===== src/rtl/johnson_counter_param.sv =====
// Parametrised bidirectional Johnson (twisted-ring) counter.
// A WIDTH-bit ring walks through 2*WIDTH states. The block also provides
// enable, direction select, synchronous load with legality checking,
// self-correction out of illegal states, a decoded phase index and a
// registered wrap pulse.
module johnson_counter_param #(
  parameter int WIDTH = 4,
  parameter int PW    = $clog2(2 * WIDTH)
) (
  input  logic             clk,
  input  logic             reset,
  input  logic             en,
  input  logic             dir,
  input  logic             load,
  input  logic [WIDTH-1:0] load_val,
  output logic [WIDTH-1:0] out,
  output logic [PW-1:0]    phase,
  output logic             wrap,
  output logic             illegal,
  output logic             load_err
);

  // A Johnson code has at most one boundary between adjacent bits, so it
  // reads as a single run of ones followed by zeros, or the reverse.
  function automatic logic is_legal(input logic [WIDTH-1:0] v);
    int unsigned edges;
    edges = 0;
    for (int i = 0; i < WIDTH - 1; i++) begin
      if (v[i+1] != v[i]) edges++;
    end
    return (edges <= 1);
  endfunction

  function automatic int unsigned popcount(input logic [WIDTH-1:0] v);
    int unsigned cnt;
    cnt = 0;
    for (int i = 0; i < WIDTH; i++) begin
      if (v[i]) cnt++;
    end
    return cnt;
  endfunction

  // The forward step from this code lands on the all-zero code.
  localparam logic [WIDTH-1:0] LAST_FWD = WIDTH'(1);

  logic [WIDTH-1:0] out_q, out_d;
  logic             wrap_q, wrap_d;
  logic             load_err_q, load_err_d;
  logic             illegal_c;
  logic [PW-1:0]    phase_c;
  logic [WIDTH-1:0] fwd_step, rev_step;

  assign fwd_step = {~out_q[0], out_q[WIDTH-1:1]};
  assign rev_step = {out_q[WIDTH-2:0], ~out_q[WIDTH-1]};

  // Legality check and phase decode, both straight from the ring register.
  always_comb begin
    illegal_c = ~is_legal(out_q);
    phase_c   = '0;
    if (!illegal_c) begin
      if (out_q[WIDTH-1] || (out_q == '0)) begin
        phase_c = PW'(popcount(out_q));
      end else begin
        phase_c = PW'(2 * WIDTH - popcount(out_q));
      end
    end
  end

  // Next-state selection: load beats self-correction beats stepping beats hold.
  always_comb begin
    out_d      = out_q;
    wrap_d     = 1'b0;
    load_err_d = load_err_q;
    if (load) begin
      if (is_legal(load_val)) begin
        out_d = load_val;
      end else begin
        out_d      = '0;
        load_err_d = 1'b1;
      end
    end else if (en && illegal_c) begin
      out_d = '0;
    end else if (en) begin
      if (dir) begin
        out_d  = rev_step;
        wrap_d = (out_q == '0);
      end else begin
        out_d  = fwd_step;
        wrap_d = (out_q == LAST_FWD);
      end
    end
  end

  // State registers with asynchronous active-low reset.
  always_ff @(posedge clk or negedge reset) begin
    if (!reset) begin
      out_q      <= '0;
      wrap_q     <= 1'b0;
      load_err_q <= 1'b0;
    end else begin
      out_q      <= out_d;
      wrap_q     <= wrap_d;
      load_err_q <= load_err_d;
    end
  end

  assign out      = out_q;
  assign phase    = phase_c;
  assign wrap     = wrap_q;
  assign illegal  = illegal_c;
  assign load_err = load_err_q;

endmodule


===== config.mk =====
export PLATFORM = sky130hd
export DESIGN_NAME = johnson_counter_param
export DESIGN_NICKNAME = d
export VERILOG_FILES = /design/src/rtl/johnson_counter_param.sv
export SDC_FILE = /design/constraint.sdc
export NUM_CORES = 1
export LEC_CHECK = 0
export CAP_MARGIN = 5
export CORE_AREA = 2 2 39 41
export CTS_BUF_LIST = sky130_fd_sc_hd__clkbuf_8
export DETAILED_ROUTE_END_ITERATION = 7
export DIE_AREA = 0 0 41 43
export GPL_ROUTABILITY_DRIVEN = 0
export PLACE_DENSITY_LB_ADDON = 0.3
export SYNTH_ARGS = -nofsm -noshare
export SYNTH_HDL_FRONTEND = slang
export SYNTH_SLANG_ARGS = --single-unit

===== constraint.sdc =====
create_clock -name clk -period 4 [get_ports clk]
set_input_delay 0.6 -clock clk [delete_from_list [all_inputs] [get_ports clk]]
set_output_delay 0.6 -clock clk [all_outputs]
set_load 0.05 [all_outputs]

==> results by group, run 1 <==
CTS
  • Post-CTS Setup Bufs: 0
  • Clk pin slew, worst setup/hold paths: 0.04 ns
  • TritonCTS clock tree: built
  • Skew-Pair Late Insertion Delay: between 0.2 and 0.25 ns
  • CTS buffer count: 3
  • Cts hold-fix bufs: 0
  • Root Buffer Master: clkbuf_8
  • CTS Buffer Depth: 2
  • H-tree level count: 1
  • CTS sink cnt: 6
  • CTS resizes: 0

Route
  • Detailed-route wire length per cell: 12.7 um
  • Detailed-route via count: 555
  • Pre-antenna DRT Iters: 4
  • DRC Markers: 0
  • Final ANT Viol Nets: 0
  • Number of DRC markers in iteration 0: 6
  • Via density: 5.24
  • WL final: 1350 um

Timing
  • WHS: 0.469 ns
  • Worst rel slew slack: 0.664
  • Worst Tran Pin Value: 0.503 ns
  • Setup ws final: roughly 0.3 ns
  • Max-slew violations: 0
  • Setup TNS: 0 ns
  • RSZ-0062 raised after global routing: no
  • Hold Fails Final Rpt: 0
  • Part of the cycle the worst path needs: 0.923
  • Final setup fails: 0
  • Minimum clock period: ~3.7 ns
  • Max Freq: 271 MHz
  • Clock Skews: 0.00176 ns

Hold path
  • Hold Path Class: reg -> reg

Power
  • Int Power: 239 uW
  • Leakage: about 0.00038 uW
  • Tot Pwr: 457 uW
  • Sequential power share: 0.171
  • VDD IR max: ~250 uV
  • P_sw: between 200 and 250 uW
  • Sw frac: 0.478
  • Clock share of power: 0.197
  • Combinational power share: 0.632
  • PD cells: 534 nW/um^2

Setup path
  • CP required: 3.40 ns
  • CP bufs+invs: 3
  • Worst-path cell chain: inv_1, ha_1, xor2_2, ha_1, mux2i_2, ha_1, inv_1, nand3_1, xnor2_1, nor2_1, clkdlybuf4s50_1
  • Largest stage delay, worst path: 0.80 ns
  • Crit-path most repeated cell: ha_1
  • Startpoint Class: flop
  • Slowest cell on the critical path: clkdlybuf4s50_1
  • Worst Path Arrival: 3.09 ns
  • Critical-path maximum fanout: 6
  • Crit. End Element: output port
  • Delay-heaviest family, CP: buffers and inverters
  • Critical path class: reg -> out

Global routing
  • Pin count of the biggest net entering global routing: 10
  • Grt met3 use: 0.0157
  • Met2 global-route usage: 0.303
  • GR Util met1: 0.205
  • GRT Max-Usage Layer: met2
  • First-pass GRT wire length: 2100 um
  • GRT Util Overall: 0.176
  • Grt total ovfl: 0
  • Initial antenna violation count: 0
  • Vias in the first global route: 506

Yosys
  • Cells after synthesis: 72
  • Sequential area share after synthesis: 0.237
  • Synth top area share: 0.237
  • Seq cells post-synth: 6
  • Area contributors post-synth: dfrtp_1 (24%), ha_1 (14%), mux2i_1 (9.5%)
  • Yosys top cell by area: dfrtp_1
  • Ys Warns: 0
  • Synth Area per Inst: 8.81 sq um
  • Unique cell type count in the Yosys netlist: 27
  • Mapped cell area: 634 sq um
  • Syn_nets: 89

Finish
  • Area grow syn2layout: 34.9%
  • Nets: around 110
  • Layout cells sized above 1: 0.111
  • Antenna diodes: 0

Die
  • Die height: 43 um
  • FP Rows: 14
  • Initial core utilization: 0.458
  • I/O pins: 19
  • Core box area: 1380 sq um
  • Die area: ~1800 sq um
  • Die X: 41 um

Run status
  • Status: complete, no violations

Place
  • Place WS: 0.527 ns
  • Port Buffers: 18
  • Hpwl dp: 1120 um

Job
  • MaxCap Viol Count: 0
-- sequential cells by signal, indices dropped and copies added (netlist names) --
| signal | flops |
|---|---|
| out | 4 |
| load_err | 1 |
| wrap | 1 |
-- stage by stage --
| stage | std cells | area, sq um | util |
|---|---|---|---|
| after floorplan | 72 | 634 | - |
| after global placement | 103 | 815 | 0.589 |
| after detailed placement | 103 | 815 | 0.589 |
| after CTS | 106 | 856 | 0.618 |
| after global routing | 106 | 856 | 0.618 |
| final | 106 | 856 | 0.618 |
-- layout make-up --
type | instances | area, sq um
inverters | 10 | 37.5
repair buffers | 18 | 180
flip-flops and latches | 6 | 150
fillers | 118 | 528
well taps | 16 | 20.0
clock buffers | 3 | 41.3
multi-input cells | 53 | 427
-- final timing paths --
check | from | endpoint | slack, ns | cells past startpoint
min in group asynchronous | reset | wrap$_DFF_PN0_ | 0.63 | 1
max | out[0]$_DFFE_PN0P_ | phase[2] | 0.31 | 11
min | load_err$_DFFE_PN0P_ | load_err$_DFFE_PN0P_ | 0.47 | 1
max reg2reg | out[1]$_DFFE_PN0P_ | out[2]$_DFFE_PN0P_ | 2.04 | 7
max in group asynchronous | reset | out[0]$_DFFE_PN0P_ | 3.15 | 1
min reg2reg | load_err$_DFFE_PN0P_ | load_err$_DFFE_PN0P_ | 0.47 | 1
-- cell usage after synthesis --
cell / instances
inv_1: 8
a31o_1: 1
mux2i_1: 6
nand2_1: 9
nand3_1: 2
ha_1: 7
o22a_1: 4
a21oi_2: 1
buf_1: 1
o2111ai_1: 1
fa_1: 1
o22ai_1: 1
a21oi_1: 1
buf_6: 1
a211oi_2: 1
xnor2_1: 4
o211ai_1: 2
buf_2: 1
nor4_1: 1
xor2_2: 1
inv_2: 2
nor2_1: 5
o21ai_1: 2
o21ai_0: 1
mux2i_2: 1
dfrtp_1: 6
nand3_2: 1
-- logic make-up (layout without fill, tap and decap cells) --
group                    count (synthesis)  in the layout  share of synthesized area
AND/OR/NAND/NOR                         18             18                      0.124
AO/OA/AOI/OAI                           15             15                      0.181
buffers and inverters                   13             31                     0.0907
adder cells (fa/ha/maj)                  8              8                      0.170
multiplexers                             7              7                      0.116
flip-flops                               6              6                      0.237
XOR/XNOR                                 5              5                     0.0809
-- placed cells by master, fill, tap and decap left out, drive strengths merged, types with 2 or more instances in the layout --
cell type,n
o21ai,3
ha,7
nor2,5
o211ai,2
a21oi,2
clkbuf,3
o22a,4
clkdlybuf4s50,18
xnor2,4
inv,10
nand2,9
dfrtp,6
mux2i,7
nand3,3
-- per-layer routing --
layer,vias to the layer above,wire length (um)
met5,-,0
met4,0,12
met3,2,53
met2,19,730
met1,252,550
li1,282,-
-- power by group through the flow --
stage	clock (uW)	combinational (uW)	sequential (uW)
finish	90.1	289	78.4
global route	94.4	312	79.6
CTS	92.0	292	78.4
detailed placement	0	291	79.0
global placement	0	285	79.1
floorplan	0	191	96.0
Power figures use the tool's default switching activity.
==> run 2, diff against run 1 <==
- GPL_TIMING_DRIVEN: unset -> 0
- HOLD_SLACK_MARGIN: unset -> 0.08
==> run 2 against run 1 <==
Against the previous run:
- via count increased by 1.8%
- first-iteration DRC count grew 67%
- clock skew hardly changed
- critical path depth did not move
- power is essentially flat
- cell area unchanged
- sequential power down 4.3%
- setup slack worse by 0.010 ns
- clock-buffer cell count did not move
- sequential share of layout area did not move
- hold slack gained 0.0041 ns
- combinational power is essentially flat
- critical path type unchanged
==> results by group, run 2 (same netlist as run 1, synthesis figures left out) <==
Finish
  • Storage cell area: 150 sq um
  • Max reg flops: 4
  • Area grow syn2layout: 34.9%
  • Commonest non-fill, non-tap cell in the layout: clkdlybuf4s50_1
  • Multi-input gate area in the final layout: roughly 430 sq um
  • Layout cells sized above 1: 0.132
  • Nets: 110
  • Non-filler instance count after layout: 107
  • Fin util: 0.618
  • Design area: 856 sq um
  • Antenna diodes: 0
  • Most frequent cells in the layout: clkdlybuf4s50_1 (16), nand2_1 (9), inv_1 (8)
  • Filler instances: between 100 and 150

Setup path
  • Crit. End Element: output port
  • Reg2reg start: out[1]$_DFFE_PN0P_
  • Startpoint Class: flop
  • Slowest cell on the critical path: clkdlybuf4s50_1
  • CP bufs+invs: 3
  • Worst-path cell chain: inv_1, ha_1, xor2_2, ha_1, mux2i_2, ha_1, inv_1, nand3_1, xnor2_1, nor2_1, clkdlybuf4s50_1
  • Critical path class: reg -> out
  • Crit-path most repeated cell: ha_1
  • Largest stage delay, worst path: ~0.8 ns
  • Reg2Reg Depth: 7
  • Delay-heaviest family, CP: buffers and inverters
  • Worst Path Arrival: 3.10 ns
  • CP required: roughly 3.4 ns
  • Critical-path maximum fanout: 6
  • R2r endpoint: out[2]$_DFFE_PN0P_
  • R2R setup slack: a little under 2 ns

Power
  • Leakage: 0.000380 uW
  • PD cells: 535 nW/um^2
  • VDD IR max: roughly 220 uV

Hold path
  • Hold Crit Depth: 1
  • Worst hold path startpoint: load_err$_DFFE_PN0P_
  • Worst Hold Endpoint: load_err$_DFFE_PN0P_
  • Hold Path Class: reg -> reg

Route
  • Pre-antenna DRT Iters: 5
  • DRC Markers: 0
  • Via density: 5.28
  • Final ANT Viol Nets: 0
  • WL final: around 1300 um
  • Detailed-route wire length per cell: 11.9 um
  • Number of DRC markers in iteration 0: 10
  • Detailed-route via count: ~570

Global routing
  • GR Util met1: 0.261
  • Pin count of the biggest net entering global routing: 10
  • Initial antenna violation count: 0
  • GRT Max-Usage Layer: met2
  • Met2 global-route usage: 0.266
  • Grt met3 use: 0.0628
  • GRT Util Overall: 0.190
  • Grt total ovfl: 0
  • First-pass GRT wire length: 2240 um
  • Vias in the first global route: 526

Timing
  • Clock Skews: 0.00197 ns
  • Max-slew violations: 0
  • Hold Fails Final Rpt: 0
  • Worst Tran Pin Value: 0.506 ns
  • Part of the cycle the worst path needs: 0.925
  • Setup TNS: 0 ns
  • Max Freq: 270 MHz
  • RSZ-0062 raised after global routing: no
  • Worst rel slew slack: 0.661
  • Final setup fails: 0
  • Minimum clock period: approximately 3.7 ns

CTS
  • CTS sink cnt: 6
  • CTS resizes: 0
  • CTS Buffer Depth: 2
  • Root Buffer Master: clkbuf_8
  • Cts hold-fix bufs: 0
  • Skew-Pair Late Insertion Delay: 0.22 ns
  • H-tree level count: 1
  • Post-CTS Setup Bufs: 0
  • TritonCTS clock tree: built
  • Clk pin slew, worst setup/hold paths: 0.04 ns
  • CTS buffer count: 3

Die
  • FP Rows: 14
  • Core box area: 1380 sq um
  • Die area: between 1500 and 2000 sq um
  • I/O pins: 19
  • Die height: 43 um
  • Initial core utilization: 0.458
  • Die X: 41 um

Place
  • Port Buffers: 16
  • Placed Cells: about 100
  • Hpwl dp: between 1000 and 1500 um
  • Cell Area, Placed: 815 sq um

Job
  • MaxCap Viol Count: 0

Run status
  • Status: complete, no violations
-- run 2: report_power, final --
| group | leakage [uW] | total, uW | internal [uW] | switching, uW |
|---|---|---|---|---|
| Sequential | 0.0000745 | 75.0 | 67.1 | 7.95 |
| Clock | 0.0000216 | 90.4 | 64.6 | 25.8 |
| Combinational | 0.000284 | 292 | 108 | 184 |
| Total | 0.000380 | 457 | 239 | 218 |
-- run 2: per-stage QoR --
step	hold WS (ns)	setup WS (ns)	total power [uW]
2_1_floorplan	0.304	0.551	287
3_3_place_gp	0.454	0.569	363
3_5_place_dp	0.460	0.503	369
4_1_cts	0.480	0.258	463
5_1_grt	0.513	0.104	491
6_report	0.474	0.299	457
-- run 2: metal layers --
| layer | vias to the layer above | wire length, um |
|---|---|---|
| met3 | 0 | 55 |
| met1 | 266 | 577 |
| met5 | - | 0 |
| met4 | 0 | 0 |
| li1 | 284 | - |
| met2 | 15 | 636 |
-- run 2: how the worst max path moves through the flow --
stage	startpoint	end	slack [ns]	cells after the start
3_5_place_dp	out[1]$_DFFE_PN0P_	phase[2]	0.50	11
3_3_place_gp	out[1]$_DFFE_PN0P_	phase[2]	0.57	11
2_1_floorplan	out[1]$_DFFE_PN0P_	phase[2]	0.55	10
6_report	out[1]$_DFFE_PN0P_	phase[2]	0.30	11
5_1_grt	out[1]$_DFFE_PN0P_	phase[2]	0.10	11
4_1_cts	out[1]$_DFFE_PN0P_	phase[2]	0.26	11
-- run 2: final cells by class --
cell class	count	area share
Buffer	3	0.0234
Inverter	10	0.0439
Sequential cell	6	0.175
Tap cell	16	0.0234
Multi-Input combinational cell	53	0.499
Clock buffer	3	0.0482
Timing Repair Buffer	16	0.187
==> run 3, diff against run 2 <==
- ABC_AREA: unset -> 1
- CORE_AREA: 2 2 39 41 -> unset
- CORE_MARGIN: unset -> 2
- CORE_UTILIZATION: unset -> 53
- DIE_AREA: 0 0 41 43 -> unset
- SKIP_LAST_GASP: unset -> 1
==> run 3 against run 2 <==
Against the previous run:
- critical path depth grew 4
- first-iteration DRC count shrank 10%
- largest power group unchanged
- critical path type unchanged
- synthesized cell count is 44% higher
- non-clock buffer count unchanged
- setup slack worse by 0.086 ns
- global-route usage up 1.0 points
==> results by group, run 3 <==
Setup path
  • Critical-path maximum fanout: 7
  • Largest stage delay, worst path: 0.69 ns
  • Reg2Reg Depth: 8
  • CP required: 3.40 ns
  • R2r endpoint: out[3]$_DFFE_PN0P_
  • R2R setup slack: slightly above 2 ns
  • Slowest cell on the critical path: clkdlybuf4s50_1
  • Critical path class: reg -> out
  • Reg2reg start: out[1]$_DFFE_PN0P_
  • Startpoint Class: flop
  • Worst-path cell chain: inv_1, ha_1, inv_1, nand2_2, nand2_2, inv_1, ha_1, nand2_1, a21boi_1, ha_1, o21ai_1, clkinv_1, nand2_1, inv_1, clkdlybuf4s50_1
  • Delay-heaviest family, CP: buffers and inverters
  • Worst Path Arrival: roughly 3.2 ns
  • CP bufs+invs: 6
  • Crit. End Element: output port
  • Crit-path most repeated cell: inv_1

CTS
  • Root Buffer Master: clkbuf_8
  • CTS sink cnt: 6
  • Clk pin slew, worst setup/hold paths: 0.04 ns
  • Post-CTS Setup Bufs: 0
  • CTS buffer count: 3
  • CTS Buffer Depth: 2
  • Cts hold-fix bufs: 0
  • H-tree level count: 1
  • Skew-Pair Late Insertion Delay: 0.22 ns
  • TritonCTS clock tree: built

Yosys
  • Area contributors post-synth: dfrtp_1 (21%), nand2_1 (15%), ha_1 (12%)
  • Most frequent cell after synthesis: nand2_1
  • Ys Warns: 0
  • Synth top area share: 0.211
  • Post-synth EDFFs: 0
  • Unique cell type count in the Yosys netlist: 24
  • Sequential area share after synthesis: 0.211
  • Yosys top cell by area: dfrtp_1
  • Main synth FF type: dfrtp_1
  • Cells after synthesis: 104
  • Synth Area per Inst: approximately 6.8 sq um
  • Synth cell count leaders: nand2_1 (29), inv_1 (13), nor2_1 (9), nand3_1 (8), ha_1 (7)
  • Seq cells post-synth: 6
  • Ys async rst share: 1.00
  • Syn_nets: 121
  • Mapped cell area: 712 sq um

Route
  • DRC Markers: 0
  • Met1 wire length: slightly below 700 um
  • Met2 wire len: 660 um
  • WL final: ~1400 um
  • Final ANT Viol Nets: 0
  • Number of DRC markers in iteration 0: 9
  • Pre-antenna DRT Iters: 4
  • Top Layer Used: met3
  • Met3 WL: 64 um
  • Via density: 4.99
  • Detailed-route via count: 693
  • Detailed-route wire length per cell: approximately 10 um

Finish
  • Layout cells sized above 1: 0.145
  • Nets: about 140
  • Commonest non-fill, non-tap cell in the layout: nand2_1
  • Area grow syn2layout: 32.7%
  • Antenna diodes: 0
  • Max reg flops: 4
  • Design area: 945 sq um
  • Non-filler instance count after layout: 139
  • Most frequent cells in the layout: nand2_1 (29), clkdlybuf4s50_1 (16), inv_1 (13)

Die
  • I/O pins: 19
  • FP Rows: 13
  • Die X: 40.7 um
  • Die area: 1650 sq um
  • Die height: 40.7 um
  • Core box area: around 1300 sq um
  • Initial core utilization: 0.554

Power
  • VDD IR max: roughly 460 uV
  • Leakage: 0.000479 uW
  • PD cells: ~550 nW/um^2

Hold path
  • Hold Crit Depth: 1
  • Worst Hold Endpoint: load_err$_DFFE_PN0P_
  • Worst hold path startpoint: load_err$_DFFE_PN0P_
  • Hold Path Class: reg -> reg

Timing
  • Max Freq: ~260 MHz
  • Hold Fails Final Rpt: 0
  • Max-slew violations: 0
  • Minimum clock period: 3.79 ns
  • Final setup fails: 0
  • RSZ-0062 raised after global routing: no
  • Setup TNS: 0 ns
  • Worst Tran Pin Value: 0.496 ns
  • Worst rel slew slack: 0.669
  • Clock Skews: 0.000158 ns
  • Part of the cycle the worst path needs: 0.947

Place
  • Hpwl dp: 1140 um
  • Placed Cells: 136
  • Cell Area, Placed: 901 sq um
  • Port Buffers: 17

Global routing
  • Initial antenna violation count: 0
  • Grt total ovfl: 0
  • Vias in the first global route: 550
  • First-pass GRT wire length: 2190 um
  • Pin count of the biggest net entering global routing: 9
  • GRT Util Overall: 0.200

Run status
  • Status: complete, no violations

Job
  • MaxCap Viol Count: 0
==> run 3: cell count changes after synthesis, moves of 5 or more <==
| cell | before | now |
|---|---|---|
| nand3_1 | 2 | 8 |
| mux2i_1 | 6 | 0 |
| nand2_1 | 9 | 29 |
| inv_1 | 8 | 13 |
==> run 3: cell type report <==
cell class	count	area [sq um]
well taps	15	18.8
flip-flops and latches	6	150
repair buffers	17	173
plain buffers	2	22.5
fillers	106	340
inverters	18	72.6
multi-input cells	78	467
clock buffers	3	41.3
==> run 3: per-stage QoR <==
stage               utilization  total power (uW)  worst slack (ns)  hold slack (ns)
floorplan                     -               330             0.476            0.304
finish                    0.735               517             0.213            0.458
global route              0.735               555            0.0117            0.472
detailed placement        0.701               426             0.411            0.452
global placement          0.701               419             0.478            0.441
CTS                       0.733               519             0.169            0.459
==> run 3: layer usage <==
layer | vias up | global-route usage
met5 | - | 0
li1 | 366 | -
met2 | 18 | 0.294
met4 | 0 | 0.0750
met3 | 0 | 0.0652
met1 | 309 | 0.270
==> run 3: logic make-up after synthesis <==
kind of cell	Yosys count	share of synthesized area
compound gates	12	0.118
fa+ha+maj	8	0.151
xor+xnor	3	0.0369
flops	6	0.211
buf+inv	20	0.134
simple gates	55	0.350
==> run 3: worst max-delay path by stage <==
stage / startpoint / slack, ns / endpoint / cells past startpoint
global placement: out[1]$_DFFE_PN0P_ / 0.48 / phase[2] / 15
floorplan: out[1]$_DFFE_PN0P_ / 0.48 / phase[2] / 14
CTS: out[1]$_DFFE_PN0P_ / 0.17 / phase[2] / 15
finish: out[1]$_DFFE_PN0P_ / 0.21 / phase[1] / 15
detailed placement: out[1]$_DFFE_PN0P_ / 0.41 / phase[2] / 15
global route: out[1]$_DFFE_PN0P_ / 0.01 / phase[1] / 15
==> run 3: repair_timing <==
action	CTS	global route
gates resized for setup	0	1
endpoints found under the setup margin	0	1
hold endpoints to repair	0	0
==> run 3: power breakdown <==
part	switching [uW]	total, uW	internal (uW)
sequential	11.9	80.3	68.3
clock	27.4	92.2	64.8
combinational	223	344	121
total	263	517	254
